===== src/rtl/vls_unit_if.sv =====
// Port bundle for the vector load/store unit: shared issue controls plus two
// independent lanes (_a/_b) of request and writeback signals.
interface vls_if #(
  parameter int ELEMS = 4
) ();
  logic                   valid;
  logic [6:0]             op;
  logic                   ready_in;
  logic                   vec_res;
  logic                   ready_out;

  logic [31:0]            imm_a,        imm_b;
  logic [31:0]            rs1_a,        rs1_b;
  logic [3:0]             vd_a,         vd_b;
  logic [3:0]             v2_a,         v2_b;
  logic                   row_col_a,    row_col_b;
  logic [4:0]             num_rows_a,   num_rows_b;
  logic [4:0]             num_cols_a,   num_cols_b;
  logic                   id_a,         id_b;
  logic [ELEMS-1:0][31:0] load_data_a,  load_data_b;

  logic                   req_a,        req_b;
  logic                   wen_a,        wen_b;
  logic [31:0]            addr_a,       addr_b;
  logic [3:0]             vs_a,         vs_b;
  logic                   row_col_o_a,  row_col_o_b;
  logic [4:0]             num_rows_o_a, num_rows_o_b;
  logic [4:0]             num_cols_o_a, num_cols_o_b;
  logic                   id_o_a,       id_o_b;
  logic                   wb_en_a,      wb_en_b;
  logic [3:0]             wb_vd_a,      wb_vd_b;
  logic [ELEMS-1:0][31:0] wb_data_a,    wb_data_b;

  modport dut (
    input  valid, op, ready_in, vec_res,
    input  imm_a, imm_b, rs1_a, rs1_b, vd_a, vd_b, v2_a, v2_b,
    input  row_col_a, row_col_b, num_rows_a, num_rows_b,
    input  num_cols_a, num_cols_b, id_a, id_b, load_data_a, load_data_b,
    output req_a, req_b, wen_a, wen_b, addr_a, addr_b, vs_a, vs_b,
    output row_col_o_a, row_col_o_b, num_rows_o_a, num_rows_o_b,
    output num_cols_o_a, num_cols_o_b, id_o_a, id_o_b,
    output wb_en_a, wb_en_b, wb_vd_a, wb_vd_b, wb_data_a, wb_data_b,
    output ready_out
  );
endinterface


===== src/rtl/vls_unit.sv =====
// Two-lane vector load/store issue unit. Each lane registers its memory request
// and keeps a FIFO of pending load destinations that is drained by vec_res.
module vls_lane #(
  parameter int         ELEMS     = 4,
  parameter int         QDEPTH    = 4,
  parameter logic [6:0] OP_VLOAD  = 7'b0101000,
  parameter logic [6:0] OP_VSTORE = 7'b0100111
) (
  input  logic                   clk,
  input  logic                   rst_n,
  input  logic                   valid,
  input  logic [6:0]             op,
  input  logic                   ready_in,
  input  logic                   vec_res,
  input  logic [31:0]            imm,
  input  logic [31:0]            rs1,
  input  logic [3:0]             vd,
  input  logic [3:0]             v2,
  input  logic                   row_col,
  input  logic [4:0]             num_rows,
  input  logic [4:0]             num_cols,
  input  logic                   id,
  input  logic [ELEMS-1:0][31:0] load_data,
  output logic                   req,
  output logic                   wen,
  output logic [31:0]            addr,
  output logic [3:0]             vs,
  output logic                   row_col_o,
  output logic [4:0]             num_rows_o,
  output logic [4:0]             num_cols_o,
  output logic                   id_o,
  output logic                   wb_en,
  output logic [3:0]             wb_vd,
  output logic [ELEMS-1:0][31:0] wb_data,
  output logic                   full
);
  localparam int PW = (QDEPTH > 1) ? $clog2(QDEPTH) : 1;
  localparam int CW = $clog2(QDEPTH + 1);

  logic [3:0]    fifo_q [QDEPTH];
  logic [PW-1:0] wr_ptr;
  logic [PW-1:0] rd_ptr;
  logic [CW-1:0] count;

  logic is_store;
  logic is_load;
  logic issue;
  logic push;
  logic pop;

  function automatic logic [PW-1:0] ptr_inc(input logic [PW-1:0] p);
    return (p == PW'(QDEPTH - 1)) ? '0 : p + 1'b1;
  endfunction

  assign is_store = (op == OP_VSTORE);
  assign is_load  = (op == OP_VLOAD);
  assign full     = (count == CW'(QDEPTH));
  // A load may only issue while its destination can be queued.
  assign issue    = valid && ready_in && (is_store || (is_load && !full));
  assign push     = issue && is_load;
  assign pop      = vec_res && (count != '0);

  always_ff @(posedge clk or negedge rst_n) begin
    if (!rst_n) begin
      req        <= 1'b0;
      wen        <= 1'b0;
      addr       <= '0;
      vs         <= '0;
      row_col_o  <= 1'b0;
      num_rows_o <= '0;
      num_cols_o <= '0;
      id_o       <= 1'b0;
    end else begin
      req <= issue;
      if (issue) begin
        wen        <= is_store;
        addr       <= rs1 + imm;
        vs         <= v2;
        row_col_o  <= row_col;
        num_rows_o <= num_rows;
        num_cols_o <= num_cols;
        id_o       <= id;
      end
    end
  end

  always_ff @(posedge clk or negedge rst_n) begin
    if (!rst_n) begin
      for (int i = 0; i < QDEPTH; i++) fifo_q[i] <= '0;
      wr_ptr  <= '0;
      rd_ptr  <= '0;
      count   <= '0;
      wb_en   <= 1'b0;
      wb_vd   <= '0;
      wb_data <= '0;
    end else begin
      wb_en <= pop;
      if (push) begin
        fifo_q[wr_ptr] <= vd;
        wr_ptr         <= ptr_inc(wr_ptr);
      end
      if (pop) begin
        wb_vd   <= fifo_q[rd_ptr];
        wb_data <= load_data;
        rd_ptr  <= ptr_inc(rd_ptr);
      end
      case ({push, pop})
        2'b10:   count <= count + 1'b1;
        2'b01:   count <= count - 1'b1;
        default: count <= count;
      endcase
    end
  end
endmodule

module vls_unit #(
  parameter int         ELEMS     = 4,
  parameter int         QDEPTH    = 4,
  parameter logic [6:0] OP_VLOAD  = 7'b0101000,
  parameter logic [6:0] OP_VSTORE = 7'b0100111
) (
  input logic CLK,
  input logic nRST,
  vls_if.dut  vlsif
);
  logic full_a;
  logic full_b;

  assign vlsif.ready_out = vlsif.ready_in && !full_a && !full_b;

  vls_lane #(
    .ELEMS(ELEMS), .QDEPTH(QDEPTH), .OP_VLOAD(OP_VLOAD), .OP_VSTORE(OP_VSTORE)
  ) u_lane_a (
    .clk        (CLK),
    .rst_n      (nRST),
    .valid      (vlsif.valid),
    .op         (vlsif.op),
    .ready_in   (vlsif.ready_in),
    .vec_res    (vlsif.vec_res),
    .imm        (vlsif.imm_a),
    .rs1        (vlsif.rs1_a),
    .vd         (vlsif.vd_a),
    .v2         (vlsif.v2_a),
    .row_col    (vlsif.row_col_a),
    .num_rows   (vlsif.num_rows_a),
    .num_cols   (vlsif.num_cols_a),
    .id         (vlsif.id_a),
    .load_data  (vlsif.load_data_a),
    .req        (vlsif.req_a),
    .wen        (vlsif.wen_a),
    .addr       (vlsif.addr_a),
    .vs         (vlsif.vs_a),
    .row_col_o  (vlsif.row_col_o_a),
    .num_rows_o (vlsif.num_rows_o_a),
    .num_cols_o (vlsif.num_cols_o_a),
    .id_o       (vlsif.id_o_a),
    .wb_en      (vlsif.wb_en_a),
    .wb_vd      (vlsif.wb_vd_a),
    .wb_data    (vlsif.wb_data_a),
    .full       (full_a)
  );

  vls_lane #(
    .ELEMS(ELEMS), .QDEPTH(QDEPTH), .OP_VLOAD(OP_VLOAD), .OP_VSTORE(OP_VSTORE)
  ) u_lane_b (
    .clk        (CLK),
    .rst_n      (nRST),
    .valid      (vlsif.valid),
    .op         (vlsif.op),
    .ready_in   (vlsif.ready_in),
    .vec_res    (vlsif.vec_res),
    .imm        (vlsif.imm_b),
    .rs1        (vlsif.rs1_b),
    .vd         (vlsif.vd_b),
    .v2         (vlsif.v2_b),
    .row_col    (vlsif.row_col_b),
    .num_rows   (vlsif.num_rows_b),
    .num_cols   (vlsif.num_cols_b),
    .id         (vlsif.id_b),
    .load_data  (vlsif.load_data_b),
    .req        (vlsif.req_b),
    .wen        (vlsif.wen_b),
    .addr       (vlsif.addr_b),
    .vs         (vlsif.vs_b),
    .row_col_o  (vlsif.row_col_o_b),
    .num_rows_o (vlsif.num_rows_o_b),
    .num_cols_o (vlsif.num_cols_o_b),
    .id_o       (vlsif.id_o_b),
    .wb_en      (vlsif.wb_en_b),
    .wb_vd      (vlsif.wb_vd_b),
    .wb_data    (vlsif.wb_data_b),
    .full       (full_b)
  );
endmodule


===== src/flat_wrapper.sv =====
// flat-port wrapper written by rule: the top's interface ports become plain ports
module vls_unit_flat 
#(
  parameter int         ELEMS     = 4,
  parameter int         QDEPTH    = 4,
  parameter logic [6:0] OP_VLOAD  = 7'b0101000,
  parameter logic [6:0] OP_VSTORE = 7'b0100111
)
  (CLK, nRST, vlsif_valid, vlsif_op, vlsif_ready_in, vlsif_vec_res, vlsif_imm_a, vlsif_imm_b, vlsif_rs1_a, vlsif_rs1_b, vlsif_vd_a, vlsif_vd_b, vlsif_v2_a, vlsif_v2_b, vlsif_row_col_a, vlsif_row_col_b, vlsif_num_rows_a, vlsif_num_rows_b, vlsif_num_cols_a, vlsif_num_cols_b, vlsif_id_a, vlsif_id_b, vlsif_load_data_a, vlsif_load_data_b, vlsif_req_a, vlsif_req_b, vlsif_wen_a, vlsif_wen_b, vlsif_addr_a, vlsif_addr_b, vlsif_vs_a, vlsif_vs_b, vlsif_row_col_o_a, vlsif_row_col_o_b, vlsif_num_rows_o_a, vlsif_num_rows_o_b, vlsif_num_cols_o_a, vlsif_num_cols_o_b, vlsif_id_o_a, vlsif_id_o_b, vlsif_wb_en_a, vlsif_wb_en_b, vlsif_wb_vd_a, vlsif_wb_vd_b, vlsif_wb_data_a, vlsif_wb_data_b, vlsif_ready_out);
  vls_if #(.ELEMS(ELEMS)) vlsif_i ();
  input logic CLK;
  input logic nRST;
  input wire logic [$bits(vlsif_i.valid)-1:0] vlsif_valid;
  input wire logic [$bits(vlsif_i.op)-1:0] vlsif_op;
  input wire logic [$bits(vlsif_i.ready_in)-1:0] vlsif_ready_in;
  input wire logic [$bits(vlsif_i.vec_res)-1:0] vlsif_vec_res;
  input wire logic [$bits(vlsif_i.imm_a)-1:0] vlsif_imm_a;
  input wire logic [$bits(vlsif_i.imm_b)-1:0] vlsif_imm_b;
  input wire logic [$bits(vlsif_i.rs1_a)-1:0] vlsif_rs1_a;
  input wire logic [$bits(vlsif_i.rs1_b)-1:0] vlsif_rs1_b;
  input wire logic [$bits(vlsif_i.vd_a)-1:0] vlsif_vd_a;
  input wire logic [$bits(vlsif_i.vd_b)-1:0] vlsif_vd_b;
  input wire logic [$bits(vlsif_i.v2_a)-1:0] vlsif_v2_a;
  input wire logic [$bits(vlsif_i.v2_b)-1:0] vlsif_v2_b;
  input wire logic [$bits(vlsif_i.row_col_a)-1:0] vlsif_row_col_a;
  input wire logic [$bits(vlsif_i.row_col_b)-1:0] vlsif_row_col_b;
  input wire logic [$bits(vlsif_i.num_rows_a)-1:0] vlsif_num_rows_a;
  input wire logic [$bits(vlsif_i.num_rows_b)-1:0] vlsif_num_rows_b;
  input wire logic [$bits(vlsif_i.num_cols_a)-1:0] vlsif_num_cols_a;
  input wire logic [$bits(vlsif_i.num_cols_b)-1:0] vlsif_num_cols_b;
  input wire logic [$bits(vlsif_i.id_a)-1:0] vlsif_id_a;
  input wire logic [$bits(vlsif_i.id_b)-1:0] vlsif_id_b;
  input wire logic [$bits(vlsif_i.load_data_a)-1:0] vlsif_load_data_a;
  input wire logic [$bits(vlsif_i.load_data_b)-1:0] vlsif_load_data_b;
  output wire logic [$bits(vlsif_i.req_a)-1:0] vlsif_req_a;
  output wire logic [$bits(vlsif_i.req_b)-1:0] vlsif_req_b;
  output wire logic [$bits(vlsif_i.wen_a)-1:0] vlsif_wen_a;
  output wire logic [$bits(vlsif_i.wen_b)-1:0] vlsif_wen_b;
  output wire logic [$bits(vlsif_i.addr_a)-1:0] vlsif_addr_a;
  output wire logic [$bits(vlsif_i.addr_b)-1:0] vlsif_addr_b;
  output wire logic [$bits(vlsif_i.vs_a)-1:0] vlsif_vs_a;
  output wire logic [$bits(vlsif_i.vs_b)-1:0] vlsif_vs_b;
  output wire logic [$bits(vlsif_i.row_col_o_a)-1:0] vlsif_row_col_o_a;
  output wire logic [$bits(vlsif_i.row_col_o_b)-1:0] vlsif_row_col_o_b;
  output wire logic [$bits(vlsif_i.num_rows_o_a)-1:0] vlsif_num_rows_o_a;
  output wire logic [$bits(vlsif_i.num_rows_o_b)-1:0] vlsif_num_rows_o_b;
  output wire logic [$bits(vlsif_i.num_cols_o_a)-1:0] vlsif_num_cols_o_a;
  output wire logic [$bits(vlsif_i.num_cols_o_b)-1:0] vlsif_num_cols_o_b;
  output wire logic [$bits(vlsif_i.id_o_a)-1:0] vlsif_id_o_a;
  output wire logic [$bits(vlsif_i.id_o_b)-1:0] vlsif_id_o_b;
  output wire logic [$bits(vlsif_i.wb_en_a)-1:0] vlsif_wb_en_a;
  output wire logic [$bits(vlsif_i.wb_en_b)-1:0] vlsif_wb_en_b;
  output wire logic [$bits(vlsif_i.wb_vd_a)-1:0] vlsif_wb_vd_a;
  output wire logic [$bits(vlsif_i.wb_vd_b)-1:0] vlsif_wb_vd_b;
  output wire logic [$bits(vlsif_i.wb_data_a)-1:0] vlsif_wb_data_a;
  output wire logic [$bits(vlsif_i.wb_data_b)-1:0] vlsif_wb_data_b;
  output wire logic [$bits(vlsif_i.ready_out)-1:0] vlsif_ready_out;
  assign vlsif_i.valid = vlsif_valid;
  assign vlsif_i.op = vlsif_op;
  assign vlsif_i.ready_in = vlsif_ready_in;
  assign vlsif_i.vec_res = vlsif_vec_res;
  assign vlsif_i.imm_a = vlsif_imm_a;
  assign vlsif_i.imm_b = vlsif_imm_b;
  assign vlsif_i.rs1_a = vlsif_rs1_a;
  assign vlsif_i.rs1_b = vlsif_rs1_b;
  assign vlsif_i.vd_a = vlsif_vd_a;
  assign vlsif_i.vd_b = vlsif_vd_b;
  assign vlsif_i.v2_a = vlsif_v2_a;
  assign vlsif_i.v2_b = vlsif_v2_b;
  assign vlsif_i.row_col_a = vlsif_row_col_a;
  assign vlsif_i.row_col_b = vlsif_row_col_b;
  assign vlsif_i.num_rows_a = vlsif_num_rows_a;
  assign vlsif_i.num_rows_b = vlsif_num_rows_b;
  assign vlsif_i.num_cols_a = vlsif_num_cols_a;
  assign vlsif_i.num_cols_b = vlsif_num_cols_b;
  assign vlsif_i.id_a = vlsif_id_a;
  assign vlsif_i.id_b = vlsif_id_b;
  assign vlsif_i.load_data_a = vlsif_load_data_a;
  assign vlsif_i.load_data_b = vlsif_load_data_b;
  assign vlsif_req_a = vlsif_i.req_a;
  assign vlsif_req_b = vlsif_i.req_b;
  assign vlsif_wen_a = vlsif_i.wen_a;
  assign vlsif_wen_b = vlsif_i.wen_b;
  assign vlsif_addr_a = vlsif_i.addr_a;
  assign vlsif_addr_b = vlsif_i.addr_b;
  assign vlsif_vs_a = vlsif_i.vs_a;
  assign vlsif_vs_b = vlsif_i.vs_b;
  assign vlsif_row_col_o_a = vlsif_i.row_col_o_a;
  assign vlsif_row_col_o_b = vlsif_i.row_col_o_b;
  assign vlsif_num_rows_o_a = vlsif_i.num_rows_o_a;
  assign vlsif_num_rows_o_b = vlsif_i.num_rows_o_b;
  assign vlsif_num_cols_o_a = vlsif_i.num_cols_o_a;
  assign vlsif_num_cols_o_b = vlsif_i.num_cols_o_b;
  assign vlsif_id_o_a = vlsif_i.id_o_a;
  assign vlsif_id_o_b = vlsif_i.id_o_b;
  assign vlsif_wb_en_a = vlsif_i.wb_en_a;
  assign vlsif_wb_en_b = vlsif_i.wb_en_b;
  assign vlsif_wb_vd_a = vlsif_i.wb_vd_a;
  assign vlsif_wb_vd_b = vlsif_i.wb_vd_b;
  assign vlsif_wb_data_a = vlsif_i.wb_data_a;
  assign vlsif_wb_data_b = vlsif_i.wb_data_b;
  assign vlsif_ready_out = vlsif_i.ready_out;
  vls_unit #(.ELEMS(ELEMS), .QDEPTH(QDEPTH), .OP_VLOAD(OP_VLOAD), .OP_VSTORE(OP_VSTORE)) u_core (.CLK(CLK), .nRST(nRST), .vlsif(vlsif_i));
endmodule

===== config.mk =====
export PLATFORM = sky130hd
export DESIGN_NAME = vls_unit_flat
export DESIGN_NICKNAME = d
export VERILOG_FILES = /design/src/rtl/vls_unit_if.sv /design/src/rtl/vls_unit.sv /design/src/flat_wrapper.sv
export SDC_FILE = /design/constraint.sdc
export NUM_CORES = 1
export LEC_CHECK = 0
export ABC_AREA = 1
export BUFFER_PORTS_ARGS = -buffer_cell sky130_fd_sc_hd__buf_2
export CAP_MARGIN = 5
export CORE_AREA = 8 8 307 309
export DETAILED_ROUTE_END_ITERATION = 6
export DIE_AREA = 0 0 315 317
export PLACE_DENSITY = 0.4
export SYNTH_ARGS = -nofsm -noshare
export SYNTH_HDL_FRONTEND = slang
export SYNTH_SLANG_ARGS = --single-unit

===== constraint.sdc =====
create_clock -name CLK -period 5.1 [get_ports CLK]
set_input_delay 0.255 -clock CLK [delete_from_list [all_inputs] [get_ports CLK]]
set_output_delay 0.255 -clock CLK [all_outputs]
set_load 0.02 [all_outputs]

==> results of run 1 <==
-- cell type report --
class / count / area (µm²) / share of cell area
antenna: 10 / 25.0 / 0.000817
clock buffer: 81 / 1570 / 0.0513
clock inverter: 15 / 234 / 0.00764
inverter: 252 / 955 / 0.0312
multi-input combinational: 2000 / 8890 / 0.290
sequential: 412 / 10300 / 0.336
tap: 1176 / 1470 / 0.0480
timing repair buffer: 1118 / 7190 / 0.235
-- worst max-delay path, stage by stage, from the launching register on --
cell and delay, ns:
dfrtp_1 0.38, inv_1 0.10, a31oi_4 0.23, buf_4 0.61, buf_4 0.76, nor2_1 0.09
a31oi_1 0.16
-- flip-flops by register name, summed over array words and instances, names as in the netlist, 3 cells and up --
signal / count
u_core.u_lane_a.num_rows_o: 5
u_core.u_lane_a.num_cols_o: 5
u_core.u_lane_a.wb_vd: 4
u_core.u_lane_b.wb_vd: 4
u_core.u_lane_a.fifo_q: 16
u_core.u_lane_b.addr: 32
u_core.u_lane_b.num_rows_o: 5
u_core.u_lane_b.wb_data: 128
u_core.u_lane_b.num_cols_o: 5
u_core.u_lane_a.vs: 4
u_core.u_lane_a.wb_data: 128
u_core.u_lane_a.addr: 32
u_core.u_lane_b.vs: 4
u_core.u_lane_a.count: 3
u_core.u_lane_b.fifo_q: 16
u_core.u_lane_b.count: 3
-- through the flow --
stage	hold slack (ns)	setup WS (ns)	cell area (µm²)
4_1_cts	0.00642	2.52	30600
6_report	0.0593	2.54	30600
5_1_grt	0.0396	2.32	30600
3_5_place_dp	0.262	2.35	25800
2_1_floorplan	-0.0406	2.97	20600
3_3_place_gp	0.260	2.37	25800
-- cell usage after synthesis (2+ instances only) --
cell type / instances
o21bai_1: 6
xnor2_1: 22
clkinv_2: 2
dfrtp_1: 412
ha_1: 74
a21oi_1: 42
fa_1: 4
nor3_1: 10
a21o_1: 2
o21ai_2: 7
nand2_2: 5
a31oi_1: 8
o21ai_1: 21
nand4_1: 6
or2_2: 9
buf_2: 34
xor2_1: 2
nand3b_1: 8
a31oi_2: 2
inv_1: 248
clkbuf_1: 30
buf_6: 10
nand2_1: 1483
nand2_4: 2
buf_4: 4
nand3_1: 103
o21ai_0: 52
nor2_1: 128
-- cell usage in the layout (no fill, tap or decap), types with 9 or more instances in the layout --
master and instances:
ha_1 74, or2_2 9, dlygate4sd3_1 302, nor3_1 10, clkbuf_8 14, diode_2 10, dfrtp_1 412, inv_1 246
clkbuf_1 14, buf_2 801, xnor2_1 22, a21oi_1 42, o21ai_1 21, o21ai_0 52, clkbuf_16 53, buf_4 11
nand2_1 1483, nor2_1 128, nand3_1 103
-- routing by layer --
layer | track usage | wire, µm | vias up | share of wire
met5 | 0 | 0 | - | 0
met4 | 0.0548 | 2940 | 0 | 0.031
met3 | 0.0435 | 6250 | 123 | 0.066
met2 | 0.315 | 45500 | 561 | 0.48
met1 | 0.229 | 40500 | 9694 | 0.43
li1 | - | - | 10600 | -
-- worst max path at each step --
stage                                               startpoint                                    to  slack (ns)
after floorplan           u_core.u_lane_b.count[0]$_DFFE_PN0P_  u_core.u_lane_b.count[2]$_DFFE_PN0P_        2.97
after global placement                             vlsif_op[4]  u_core.u_lane_b.addr[16]$_DFFE_PN0N_        2.37
after detailed placement                           vlsif_op[4]  u_core.u_lane_b.addr[15]$_DFFE_PN0N_        2.35
after CTS                 u_core.u_lane_a.count[0]$_DFFE_PN0P_  u_core.u_lane_a.wb_vd[0]$_DFFE_PN0P_        2.52
after global routing      u_core.u_lane_a.count[0]$_DFFE_PN0P_  u_core.u_lane_a.wb_vd[2]$_DFFE_PN0P_        2.32
final                     u_core.u_lane_a.count[0]$_DFFE_PN0P_  u_core.u_lane_a.wb_vd[0]$_DFFE_PN0P_        2.54
-- timing repair --
item | 4_1_cts | 5_1_grt
hold endpoints to repair | 381 | 0
setup endpoints to repair | 0 | 0
hold buffers | 302 | 0
-- report_power, final --
part	leakage, nW	internal [W]	switching (W)	total [W]
registers	5.21	0.00416	0.000483	0.00464
logic	11.4	0.00154	0.00342	0.00496
clock network	0.873	0.00233	0.00157	0.00390
-- kinds of logic (layout without fill, tap and decap cells) --
| logic type | after synthesis | after routing |
|---|---|---|
| AOI/OAI and AO/OA | 140 | 140 |
| xor gates and xnor gates | 24 | 24 |
| adders and majority gates | 78 | 78 |
| buffers and inverters | 331 | 1466 |
| DFF | 412 | 412 |
| other | 0 | 10 |
| and+or+nand+nor | 1758 | 1758 |
==> results.sh, run 1 <==
export IMPL_synth_edf_count=0
export IMPL_holdPathEnd="u_core.u_lane_b.addr[1]$_DFFE_PN0N_"
export IMPL_routed_wl_um=95200
export IMPL_peakVddDrop_uv=259
export IMPL_die_h_um=317
export IMPL_viasPerCell=4.14
export IMPL_yosys_warnings=0
export IMPL_antenna_found_initial=9
export IMPL_first_pass_iters=5
export IMPL_synthesis_area_um2=20600
export IMPL_vias=21000
export IMPL_relSlewSlack=0.364
export IMPL_cts_root_buf="clkbuf_16"
export IMPL_r2r_start="u_core.u_lane_a.count[0]$_DFFE_PN0P_"
export IMPL_finClkSkew_ns=0.0265
export IMPL_path_max_fanout=78
export IMPL_ys_top_cells_by_area="dfrtp_1, nand2_1, inv_1, ha_1, nand3_1"
export IMPL_hp_start="vlsif_imm_b[1]"
export IMPL_endpoint_kind="flop"
export IMPL_worstHoldPathType="in2reg"
export IMPL_synth_compound_area_frac=0.0376
export IMPL_rows=110
export IMPL_rsz0062_at_grt="false"
export IMPL_clockBufferDepth=3
export IMPL_fillCellCount=9721
export IMPL_ys_flop_type="dfrtp_1"
export IMPL_place_congestion=0.844
export IMPL_synthXorXnorAreaFrac=0.0102
export IMPL_synthSimpleGateAreaFrac=0.335
export IMPL_synthAdderAreaFrac=0.0489
export IMPL_placed_cells=4656
export IMPL_drc=0
export IMPL_die_x_um=315
export IMPL_power_w=0.0135
export IMPL_grt_overflow_total=0
export IMPL_io_pins=803
export IMPL_drive_above_1_share=0.241
export IMPL_syn_nets=3257
export IMPL_initial_core_util=0.230
export IMPL_syn_area_per_cell_um2=7.49
export IMPL_fmax_mhz=391
export IMPL_synth_mux_area_fraction=0
export IMPL_r2r_cells=6
export IMPL_portBuffers=802
export IMPL_slew_violations=0
export IMPL_grt_max_degree=118
export IMPL_die_area_um2=99900
export IMPL_setup_viol=0
export IMPL_cts_resized=0
export IMPL_leakagePower_nw=17.5
export IMPL_grt_pass1_wl_um=141000
export IMPL_synth_top_cell_area_share=0.501
export IMPL_async_reset_ff_frac=1.00
export IMPL_hold_path_depth=4
export IMPL_grt_usage=0.184
export IMPL_arrival_ns=3.07
export IMPL_dpl_hpwl_um=74300
export IMPL_timing_rr_end="u_core.u_lane_a.wb_vd[0]$_DFFE_PN0P_"
export IMPL_synth_cells=2743
export IMPL_tightestPinTransition_ns=0.954
export IMPL_final_hold_viol_count=0
export IMPL_path_class="reg2reg"
export IMPL_nets=4351
export IMPL_clock_latency_ns=0.61
export IMPL_syn_to_final_growth_pct=49.0
export IMPL_synth_seq_area_share=0.501
export IMPL_yosysUniqueCellTypes=35
export IMPL_tns_ns=0
export IMPL_post_cts_buffers=0
export IMPL_htreeDepth=2
export IMPL_grt_pass1_vias=21400
export IMPL_min_period_ns=2.56
export IMPL_required_ns=5.62
export IMPL_postRouteAntennaNets=0
export IMPL_status="finished, final reports clean"
export IMPL_r2r_slack_ns=2.54
export IMPL_finalCritPeriodShare=0.501
export IMPL_synth_top_family_by_area="simple AND/OR/NAND/NOR gates"
export IMPL_drv_cap=0
export IMPL_cts_tree="built"
export IMPL_core_um2=89300
export IMPL_drt_iter0_drc=1256
export IMPL_cts_buffers_inserted=53
export IMPL_yosysTopAreaCell="dfrtp_1"
export IMPL_fin_cells=5064
export IMPL_ys_ff_latch=412
export IMPL_post_drt_wl_per_cell_um=18.8
export IMPL_cp_start_kind="flop"
export IMPL_clk_pin_slew_ns=0.06
export IMPL_finalCoreUtilization=0.343
export IMPL_power_density_nw_per_um2=441
export IMPL_cts_sinks=412
No activity file was read; power rests on OpenSTA's default activity.
==> inputs of run 2 (changes only) <==
--- a/config.mk
+++ b/config.mk
@@ -5,13 +5,13 @@
 export SDC_FILE = /design/constraint.sdc
 export NUM_CORES = 1
 export LEC_CHECK = 0
-export ABC_AREA = 1
+export ABC_AREA = 0
 export BUFFER_PORTS_ARGS = -buffer_cell sky130_fd_sc_hd__buf_2
 export CAP_MARGIN = 5
-export CORE_AREA = 8 8 307 309
+export CORE_AREA = 8 8 310 312
 export DETAILED_ROUTE_END_ITERATION = 6
-export DIE_AREA = 0 0 315 317
-export PLACE_DENSITY = 0.4
+export DIE_AREA = 0 0 318 320
+export PLACE_DENSITY = 0.38
 export SYNTH_ARGS = -nofsm -noshare
 export SYNTH_HDL_FRONTEND = slang
 export SYNTH_SLANG_ARGS = --single-unit
==> constraint.sdc (replaced) <==
create_clock -name CLK -period 2.6 [get_ports CLK]
set_input_delay 0.13 -clock CLK [delete_from_list [all_inputs] [get_ports CLK]]
set_output_delay 0.13 -clock CLK [all_outputs]
set_load 0.02 [all_outputs]
==> run 2 against run 1 <==
Synthesized area shrank 6.2%. First-iteration DRC count shrank 13%. Register-to-register slack lost 2.1 ns. Global-route usage shrank 2.5 points. Largest cell class unchanged. Largest power group unchanged. Highest routed layer is now met5.
==> results.sh, run 2 <==
export IMPL_status="finished, final reports clean"
export IMPL_r2r_start="u_core.u_lane_b.count[2]$_DFFE_PN0P_"
export IMPL_endpoint_kind="flop"
export IMPL_grt_overflow_total=0
export IMPL_cts_buffers_inserted=54
export IMPL_hold_path_depth=4
export IMPL_post_drt_wl_per_cell_um=18.8
export IMPL_cp_top_family="compound AO/OA/AOI/OAI gates"
export IMPL_dr_wl_met3_um=4850
export IMPL_routed_wl_um=84800
export IMPL_fillCellCount=9549
export IMPL_cts_root_buf="clkbuf_16"
export IMPL_reg_top3="u_core.u_lane_a.wb_data x128, u_core.u_lane_b.wb_data x128"
export IMPL_yosysTopAreaCell="dfrtp_1"
export IMPL_clk_pin_slew_ns=0.05
export IMPL_hp_start="vlsif_imm_b[30]"
export IMPL_min_period_ns=2.45
export IMPL_slowest_delay_ns=0.53
export IMPL_stdcell_area_um2=30100
export IMPL_ys_top_cells_by_area="dfrtp_1, nand2_1, ha_1, o21ai_0, mux2_2"
export IMPL_placed_cell_area_um2=25000
export IMPL_yosysMostFrequentCell="nand2_1"
export IMPL_arrival_ns=2.90
export IMPL_ys_flop_type="dfrtp_1"
export IMPL_grt_pass1_wl_um=128000
export IMPL_cts_sinks=412
export IMPL_tightestPinTransition_ns=0.784
export IMPL_die_area_um2=102000
export IMPL_final_cell_mix="nand2_1, buf_2, dfrtp_1, dlygate4sd3_1, o21ai_0"
export IMPL_place_ws_ns=-0.245
export IMPL_clock_latency_ns=0.61
export IMPL_yosysUniqueCellTypes=69
export IMPL_route_met2_wl_um=43000
export IMPL_grt_max_degree=136
export IMPL_cpMaxStageDelayCell="dlygate4sd3_1"
export IMPL_drt_iter0_drc=1088
export IMPL_syn_area_per_cell_um2=8.91
export IMPL_syn_to_final_growth_pct=56.0
export IMPL_finalCoreUtilization=0.331
export IMPL_final_common_cell="nand2_1"
export IMPL_setup_viol=0
export IMPL_htreeDepth=2
export IMPL_worstHoldPathType="in2reg"
export IMPL_wl_met1_um=34500
export IMPL_cp_start_kind="input pin"
export IMPL_hold_worst_slack_ns=0.0592
export IMPL_core_um2=91000
export IMPL_antenna_found_initial=4
export IMPL_final_hold_viol_count=0
export IMPL_dpl_hpwl_um=65500
export IMPL_synth_top_cell_area_share=0.535
export IMPL_syn_nets=2677
export IMPL_cts_tree="built"
export IMPL_peakVddDrop_uv=499
export IMPL_initial_core_util=0.212
export IMPL_yosys_warnings=0
export IMPL_drc=0
export IMPL_grt_usage=0.159
export IMPL_drive_above_1_share=0.306
export IMPL_path_cells="dlygate4sd3_1, buf_2, fa_1, a21o_1, o2bb2ai_1, a221oi_1, buf_4, a21boi_2, a41oi_1, buf_4, xor2_1, o21ai_0"
export IMPL_grt_pass1_vias=20200
export IMPL_required_ns=3.05
export IMPL_critPathBufInv=4
export IMPL_relSlewSlack=0.477
export IMPL_drv_cap=0
export IMPL_crit_path_frequent_cell="buf_4"
export IMPL_fmax_mhz=409
export IMPL_clockBufferDepth=3
export IMPL_place_congestion=0.870
export IMPL_top_layer_used="met5"
export IMPL_io_pins=803
export IMPL_tns_ns=0
export IMPL_first_pass_iters=5
export IMPL_power_density_nw_per_um2=892
export IMPL_viasPerCell=4.24
export IMPL_yosys_top_cells_count="nand2_1, dfrtp_1, clkbuf_1"
export IMPL_slew_violations=0
export IMPL_async_reset_ff_frac=1.00
export IMPL_path_depth=12
export IMPL_r2r_cells=7
export IMPL_synth_cells=2163
export IMPL_path_max_fanout=4
export IMPL_synthesis_area_um2=19300
export IMPL_rsz0062_at_grt="false"
export IMPL_vias=19100
export IMPL_leakagePower_nw=16.1
export IMPL_ys_ff_latch=412
export IMPL_finalCritPeriodShare=0.941
export IMPL_die_x_um=318
export IMPL_portBuffers=802
export IMPL_cp_startpoint="vlsif_imm_a[1]"
export IMPL_synth_edf_count=0
export IMPL_nets=3799
export IMPL_fin_ws_ns=0.154
export IMPL_postRouteAntennaNets=0
export IMPL_rows=111
export IMPL_finClkSkew_ns=0.0475
export IMPL_path_class="in2reg"
export IMPL_die_h_um=320
export IMPL_synth_seq_area_share=0.535
==> run 2: cell types whose count changed after synthesis, moves of 20 or more <==
cell,change
nand2_1,-461
inv_1,-220
nor2_1,-91
nand3_1,-81
clkbuf_1,+63
mux2_2,+33
a21o_1,+31
o21ai_0,+30
buf_2,-29
a21oi_1,+28
xor2_1,+28
o21ai_1,-20
==> run 2: cell families after synthesis <==
group                      count (synthesis)  synth area share
muxes                                     43            0.0297
AOI/OAI and AO/OA                        273            0.0912
xor gates and xnor gates                  54            0.0245
adders and majority gates                 78            0.0522
and+or+nand+nor                         1168             0.241
buffers and inverters                    135            0.0266
DFF                                      412             0.535
==> run 2: stage by stage <==
stage | power, W | std cells
CTS | 0.0274 | 4513
detailed placement | 0.0186 | 4108
global placement | 0.0185 | 4108
finish | 0.0268 | 4515
global route | 0.0285 | 4513
floorplan | 0.0145 | 2163
==> run 2: area by class of cell <==
| cell class | count | area [µm²] | share of cell area |
|---|---|---|---|
| antenna | 2 | 5.00 | 0.000166 |
| clock buffer | 79 | 1640 | 0.0544 |
| multi-input combinational | 1616 | 8510 | 0.283 |
| tap | 1186 | 1480 | 0.0493 |
| inverter | 31 | 121 | 0.00403 |
| timing repair buffer | 1170 | 7690 | 0.256 |
| sequential | 412 | 10300 | 0.343 |
| clock inverter | 19 | 329 | 0.0109 |
==> run 2: repair_timing <==
item                       in CTS  in global routing
hold endpoints to repair      409                  0
buffers inserted                0                  0
setup endpoints to repair       0                  5
hold buffers                  307                  0
gates resized for setup         0                  3
==> run 2: worst register-to-register path: cells and delay by family (launching register included) <==
kind / cells / cell delay, ns
flip-flops: 1 / 0.44
AND/OR/NAND/NOR: 2 / 0.53
buffers and inverters: 2 / 0.47
AO/OA/AOI/OAI: 3 / 0.63
==> run 2: path summary, 6_finish.rpt <==
kind	to	slack, ns
hold / removal	u_core.u_lane_b.addr[30]$_DFFE_PN0N_	0.06
hold reg to reg	u_core.u_lane_a.wb_data[8]$_DFFE_PN0P_	0.46
setup / recovery	u_core.u_lane_a.addr[24]$_DFFE_PN0N_	0.15
setup reg to reg	u_core.u_lane_b.addr[25]$_DFFE_PN0N_	0.40
max in group asynchronous	u_core.u_lane_a.wb_data[124]$_DFFE_PN0P_	1.61
min in group asynchronous	u_core.u_lane_b.addr[7]$_DFFE_PN0N_	0.15
==> run 2: power by group <==
group / switching, W / internal, W
Sequential: 0.00104 / 0.00823
Clock: 0.00305 / 0.00505
Combinational: 0.00633 / 0.00316
Total: 0.0104 / 0.0164
==> run 2: per-layer routing <==
metal,vias to the layer above,GRT usage
met4,4,0.0467
met2,537,0.285
met3,120,0.0389
met5,-,0
li1,9338,-
met1,9131,0.187
